[config.mk]
export PLATFORM = sky130hd
export DESIGN_NAME = module_ctrl_unit
export DESIGN_NICKNAME = d
export VERILOG_FILES = /design/src/rtl/module_ctrl_unit_pkg.sv /design/src/rtl/module_regfile.sv /design/src/rtl/module_ctrl_unit.sv
export SDC_FILE = /design/constraint.sdc
export NUM_CORES = 1
export LEC_CHECK = 0
export CORE_MARGIN = 3
export CORE_UTILIZATION = 53
export CTS_BUF_LIST = sky130_fd_sc_hd__clkbuf_16
export DETAILED_ROUTE_END_ITERATION = 8
export GPL_TIMING_DRIVEN = 0
export PLACE_DENSITY_LB_ADDON = 0.12
export SETUP_SLACK_MARGIN = 0.02
export SLEW_MARGIN = 20
export SYNTH_ARGS = -nofsm -noshare
export SYNTH_HDL_FRONTEND = slang
export SYNTH_SLANG_ARGS = --single-unit
export TNS_END_PERCENT = 50
[constraint.sdc]
create_clock -name clk -period 3.96 [get_ports clk]
set_input_delay 1.188 -clock clk [delete_from_list [all_inputs] [get_ports clk]]
set_output_delay 1.188 -clock clk [all_outputs]
set_load 0.02 [all_outputs]
[src/rtl/module_ctrl_unit_pkg.sv]
// Shared definitions for the instruction controller: opcodes, FSM states,
// default widths and the bit positions of the instruction fields.
package module_ctrl_unit_pkg;

    localparam int DATA_W    = 16;
    localparam int NREGS     = 4;
    localparam int REG_IDX_W = 2;
    localparam int INSTR_W   = 16;

    localparam int OPC_MSB = 15;
    localparam int OPC_LSB = 13;
    localparam int RD_MSB  = 12;
    localparam int RD_LSB  = 11;
    localparam int RS1_MSB = 10;
    localparam int RS1_LSB = 9;
    localparam int RS2_MSB = 8;
    localparam int RS2_LSB = 7;
    localparam int IMM_MSB = 6;
    localparam int IMM_LSB = 0;
    localparam int IMM_W   = IMM_MSB - IMM_LSB + 1;

    localparam logic [2:0] OP_LOAD    = 3'b000;
    localparam logic [2:0] OP_ADD     = 3'b001;
    localparam logic [2:0] OP_ADDI    = 3'b010;
    localparam logic [2:0] OP_SUB     = 3'b011;
    localparam logic [2:0] OP_SUBI    = 3'b100;
    localparam logic [2:0] OP_MUL     = 3'b101;
    localparam logic [2:0] OP_CLEAR   = 3'b110;
    localparam logic [2:0] OP_DISPLAY = 3'b111;

    typedef enum logic [1:0] {
        ST_IDLE,
        ST_EXEC,
        ST_WB,
        ST_DISP
    } state_t;

endpackage

[src/rtl/module_regfile.sv]
// General register file: two asynchronous read ports, one write port and a
// synchronous clear-all that also serves as the reset path.
module module_regfile #(
    parameter int DATA_W = 16,
    parameter int NREGS  = 4
) (
    input  logic                                        clk,
    input  logic                                        rst,
    input  logic                                        clear,
    input  logic                                        we,
    input  logic [module_ctrl_unit_pkg::REG_IDX_W-1:0]  waddr,
    input  logic [DATA_W-1:0]                           wdata,
    input  logic [module_ctrl_unit_pkg::REG_IDX_W-1:0]  raddr_a,
    input  logic [module_ctrl_unit_pkg::REG_IDX_W-1:0]  raddr_b,
    output logic [DATA_W-1:0]                           rdata_a,
    output logic [DATA_W-1:0]                           rdata_b
);
    import module_ctrl_unit_pkg::*;

    logic [DATA_W-1:0] regs [NREGS];

    always_ff @(posedge clk) begin
        if (rst || clear) begin
            for (int i = 0; i < NREGS; i++) begin
                regs[i] <= '0;
            end
        end else if (we) begin
            regs[waddr] <= wdata;
        end
    end

    assign rdata_a = regs[raddr_a];
    assign rdata_b = regs[raddr_b];

endmodule

[src/rtl/module_ctrl_unit.sv]
// Multi-cycle instruction controller: decodes one instruction at a time,
// drives an external combinational ALU and a handshaked display port.
module module_ctrl_unit #(
    parameter int DATA_W = module_ctrl_unit_pkg::DATA_W,
    parameter int NREGS  = module_ctrl_unit_pkg::NREGS
) (
    input  logic                                      clk,
    input  logic                                      rst,
    input  logic                                      instr_valid,
    output logic                                      instr_ready,
    input  logic [module_ctrl_unit_pkg::INSTR_W-1:0]  instr,
    output logic [2:0]                                alu_opcode,
    output logic signed [DATA_W-1:0]                  alu_a,
    output logic signed [DATA_W-1:0]                  alu_b,
    input  logic signed [DATA_W-1:0]                  alu_result,
    input  logic                                      alu_zero,
    output logic                                      disp_valid,
    input  logic                                      disp_ready,
    output logic [DATA_W-1:0]                         disp_data,
    output logic [1:0]                                disp_reg,
    output logic                                      zero_flag,
    output logic                                      busy
);
    import module_ctrl_unit_pkg::*;

    state_t                 state, state_nxt;
    logic [INSTR_W-1:0]     instr_q;
    logic [DATA_W-1:0]      result_q;
    logic                   zq;
    logic                   zero_q;
    logic [2:0]             opc_q;
    logic [REG_IDX_W-1:0]   rd_q, rs1_q, rs2_q;
    logic [DATA_W-1:0]      imm_ext;
    logic [DATA_W-1:0]      rdata_a, rdata_b;
    logic                   rf_we, rf_clear;

    assign opc_q   = instr_q[OPC_MSB:OPC_LSB];
    assign rd_q    = instr_q[RD_MSB:RD_LSB];
    assign rs1_q   = instr_q[RS1_MSB:RS1_LSB];
    assign rs2_q   = instr_q[RS2_MSB:RS2_LSB];
    assign imm_ext = {{(DATA_W-IMM_W){instr_q[IMM_MSB]}}, instr_q[IMM_MSB:IMM_LSB]};

    assign instr_ready = (state == ST_IDLE);
    assign busy        = (state != ST_IDLE);
    assign zero_flag   = zero_q;

    // Read ports always follow the latched instruction, so operands seen in
    // EXEC are the pre-writeback values even when rd aliases rs1/rs2.
    module_regfile #(
        .DATA_W (DATA_W),
        .NREGS  (NREGS)
    ) u_regfile (
        .clk     (clk),
        .rst     (rst),
        .clear   (rf_clear),
        .we      (rf_we),
        .waddr   (rd_q),
        .wdata   (result_q),
        .raddr_a (rs1_q),
        .raddr_b (rs2_q),
        .rdata_a (rdata_a),
        .rdata_b (rdata_b)
    );

    always_ff @(posedge clk) begin
        if (rst) begin
            state <= ST_IDLE;
        end else begin
            state <= state_nxt;
        end
    end

    always_comb begin
        state_nxt  = state;
        alu_opcode = '0;
        alu_a      = '0;
        alu_b      = '0;
        disp_valid = 1'b0;
        disp_data  = '0;
        disp_reg   = '0;
        rf_we      = 1'b0;
        rf_clear   = 1'b0;
        case (state)
            ST_IDLE: begin
                if (instr_valid) begin
                    case (instr[OPC_MSB:OPC_LSB])
                        OP_CLEAR:   state_nxt = ST_WB;
                        OP_DISPLAY: state_nxt = ST_DISP;
                        default:    state_nxt = ST_EXEC;
                    endcase
                end
            end
            ST_EXEC: begin
                alu_opcode = opc_q;
                alu_a      = rdata_a;
                alu_b      = (opc_q == OP_ADD || opc_q == OP_SUB) ? rdata_b : imm_ext;
                state_nxt  = ST_WB;
            end
            ST_WB: begin
                if (opc_q == OP_CLEAR) begin
                    rf_clear = 1'b1;
                end else begin
                    rf_we = 1'b1;
                end
                state_nxt = ST_IDLE;
            end
            ST_DISP: begin
                disp_valid = 1'b1;
                disp_data  = rdata_a;
                disp_reg   = rs1_q;
                if (disp_ready) begin
                    state_nxt = ST_IDLE;
                end
            end
            default: state_nxt = ST_IDLE;
        endcase
    end

    always_ff @(posedge clk) begin
        if (rst) begin
            instr_q  <= '0;
            result_q <= '0;
            zq       <= 1'b0;
            zero_q   <= 1'b1;
        end else begin
            if (state == ST_IDLE && instr_valid) begin
                instr_q <= instr;
            end
            if (state == ST_EXEC) begin
                result_q <= alu_result;
                zq       <= alu_zero;
            end
            if (state == ST_WB) begin
                zero_q <= (opc_q == OP_CLEAR) ? 1'b1 : zq;
            end
        end
    end

endmodule

==> flow_summary.toml <==
[outcome]
outcome = "finished, final reports clean"

[logic_synthesis]
syn-num-nets = 501
async_reset_ff_share_pct = 0
synth_top_family_by_area = "simple AND/OR/NAND/NOR gates"
ys_types = 28
avgSynthCellArea_um2 = 11.07
synth_edf_count = 64
ys_seq_elements = 104
yosys.area_share.simple_pct = 22.94
syn_inst = 464
ys_seq_area_share_pct = 53.00
synthMuxAreaShare_pct = 14.03
synth-xor-area-share_pct = 0
netlist_area_um2 = 5137
yosysWarnings = 0
synth_compound_area_share_pct = 4.725
ys.flop_type = "edfxtp_1"
synthAdderAreaFrac_pct = 0

[floorplanning]
die_x_um = 104.5
core_area_um2 = 9328
die_area_um2 = 10910
io_pins = 94
start_util_pct = 55.08
fp.dieH_um = 104.5
num_rows = 35

[pwr]
combPwrFrac_pct = 13.3
p_int_w = 0.001912
power_frac_seq_pct = 49.2
switchingPower_w = 0.0006032
pwr-share-clk_pct = 37.5
switching_share_pct = 23.98
ir_worst_vdd_mv = 0.2543
p_leak_nw = 2.222
power_density_nw_per_um2 = 381.4

[cells_and_area]
fin_cells = 703
diodes = 0
regArea_um2 = 2723
final_cell_mix = "clkdlybuf4s50_1 (93), nand2_1 (81), edfxtp_1 (64)"
nNetsFinal = 606
drive_gt1_share_pct = 15.68
fillCellCount = 727
finalInstanceArea_um2 = 6595
area.growth.synth_to_final_pct = 28.37
multi_input_area_um2 = 2157
layout_commonest_cell = "clkdlybuf4s50_1"

[global_routing]
grt_pass1_vias = 4025
grt_first_pass_wirelength_um = 20440
grtUsageTotal_pct = 24.07
use_met3_pct = 4.221
grt.overflow.total = 0
grt_busiest_layer = "met2"
grt_use_met1_pct = 31.27
grt_use_met2_pct = 41.37
grt_max_degree = 18
antenna_found_initial = 0

[timing]
rsz0062_at_grt = "true"
setup_ws_ns = 0.1644
hold_violations = 0
finClkSkew_ns = 0.005519
min_period_ns = 3.796
maxSlewViolCount = 0
period_share_pct = 95.85
max_slew_margin_pct = 37.52
tns_ns = 0
tightest_slew_ns = 0.9309
finalSetupViolCount = 0
max_freq_mhz = 263.5

[clocking]
ctsResizeCount = 4
clk_pin_slew_ns = 0.07
htreeDepth = 3
clk_latency_ns = 0.34
clock_path_buffers = 2
cts_root_buf = "clkbuf_16"
cts_tree = "done"
numCtsBuffers = 9
cts_sinks = 104
post_cts_buffers = 0
ctsHoldBuffers = 0

[route]
vias = 3970
drt_iter0_drc = 284
vias_per_cell = 5.647
ant_nets = 0
wl_um = 12810
wire_per_inst_um = 18.23
drt_first_pass_iters = 5
remaining_drc_errors = 0

[setup_path]
end_kind = "output port"
required_ns = 2.77
rrSetupSlack_ns = 1.42
crit_type = "flip-flop to output port"
worst_ep_arrival_time_ns = 2.61
cp_max_fo = 10
critPathLaunchType = "flip-flop"

[job]
cap_violations = 0

[place]
io_buffers = 93
place_area_um2 = 6266
globalplace.congestion = 0.8267
hpwl_um = 9310
preCtsSetupSlack_ns = 0.2005
place_inst = 688

[min_path]
hp-class = "flip-flop to flip-flop"
cell families (layout without fill, tap and decap cells):
family	Yosys count	count (layout)
and+or+nand+nor	223	223
DFF	104	104
buffers and inverters	57	167
AOI/OAI and AO/OA	48	48
muxes	32	32
power groups by stage:
stage          combinational [W]  clock (W)  sequential (W)
2_1_floorplan           0.000205          0         0.00125
3_3_place_gp            0.000321          0         0.00126
3_5_place_dp            0.000332          0         0.00126
4_1_cts                 0.000335   0.000945         0.00124
5_1_grt                 0.000361   0.000990         0.00124
6_report                0.000334   0.000944         0.00124
synth_stat cells (4+ instances only):
| master | instances | area, um^2 |
|---|---|---|
| buf_6 | 7 | 78.83 |
| nand2b_1 | 4 | 25.02 |
| clkbuf_1 | 26 | 97.59 |
| nor3_1 | 36 | 180.2 |
| inv_1 | 17 | 63.81 |
| a21oi_1 | 42 | 210.2 |
| buf_2 | 5 | 25.02 |
| and2_1 | 52 | 325.3 |
| mux4_2 | 32 | 720.7 |
| dfxtp_1 | 40 | 800.8 |
| edfxtp_1 | 64 | 1922 |
| nand2_1 | 81 | 304.0 |
| nor2_1 | 23 | 86.33 |
| nor3_2 | 14 | 140.1 |
metrics by stage:
step / hold slack (ns) / total power [W] / utilization [%]
3_5_place_dp: 0.4470 / 0.001592 / 67.18
4_1_cts: 0.4575 / 0.002516 / 70.69
3_3_place_gp: 0.4449 / 0.001577 / 66.79
6_report: 0.4623 / 0.002515 / 70.70
5_1_grt: 0.4759 / 0.002594 / 70.70
2_1_floorplan: 0.4359 / 0.001451 / -
critical path, cell delays in order (launching register included):
cell	delay, ns
dfxtp_1	0.32
buf_2	0.26
buf_2	0.40
mux4_2	0.56
nor2_1	0.11
nor2_1	0.06
clkdlybuf4s50_1	0.56
sequential cells by signal (all words and copies together) (netlist names), named ones only:
register and count:
zero_flag 1, u_regfile.regs 64, state 2, result_q 16, instr_q 16, zq 1
cell type report:
| class | instances | area share, % |
|---|---|---|
| Clock inverter | 7 | 1.442 |
| Tap cell | 129 | 2.447 |
| Sequential cell | 104 | 41.28 |
| Inverter | 17 | 0.9676 |
| Multi-Input combinational cell | 303 | 32.71 |
| Clock buffer | 9 | 3.415 |
| Timing Repair Buffer | 95 | 14.51 |
| Buffer | 39 | 3.225 |
final timing paths:
path                   start                   end  cells past startpoint
setup / recovery   flip-flop             alu_b[13]                      6
hold / removal    instr_q[2]            instr_q[2]                      2
hold reg to reg   instr_q[2]            instr_q[2]                      2
setup reg to reg    state[0]  u_regfile.regs[2][5]                      5
layer usage:
metal,up-vias,wire length [um]
li1,1834,-
met1,1937,5202
met2,180,6475
met3,19,934
met4,0,201
met5,-,0
No activity file was read; power rests on OpenSTA's default activity.
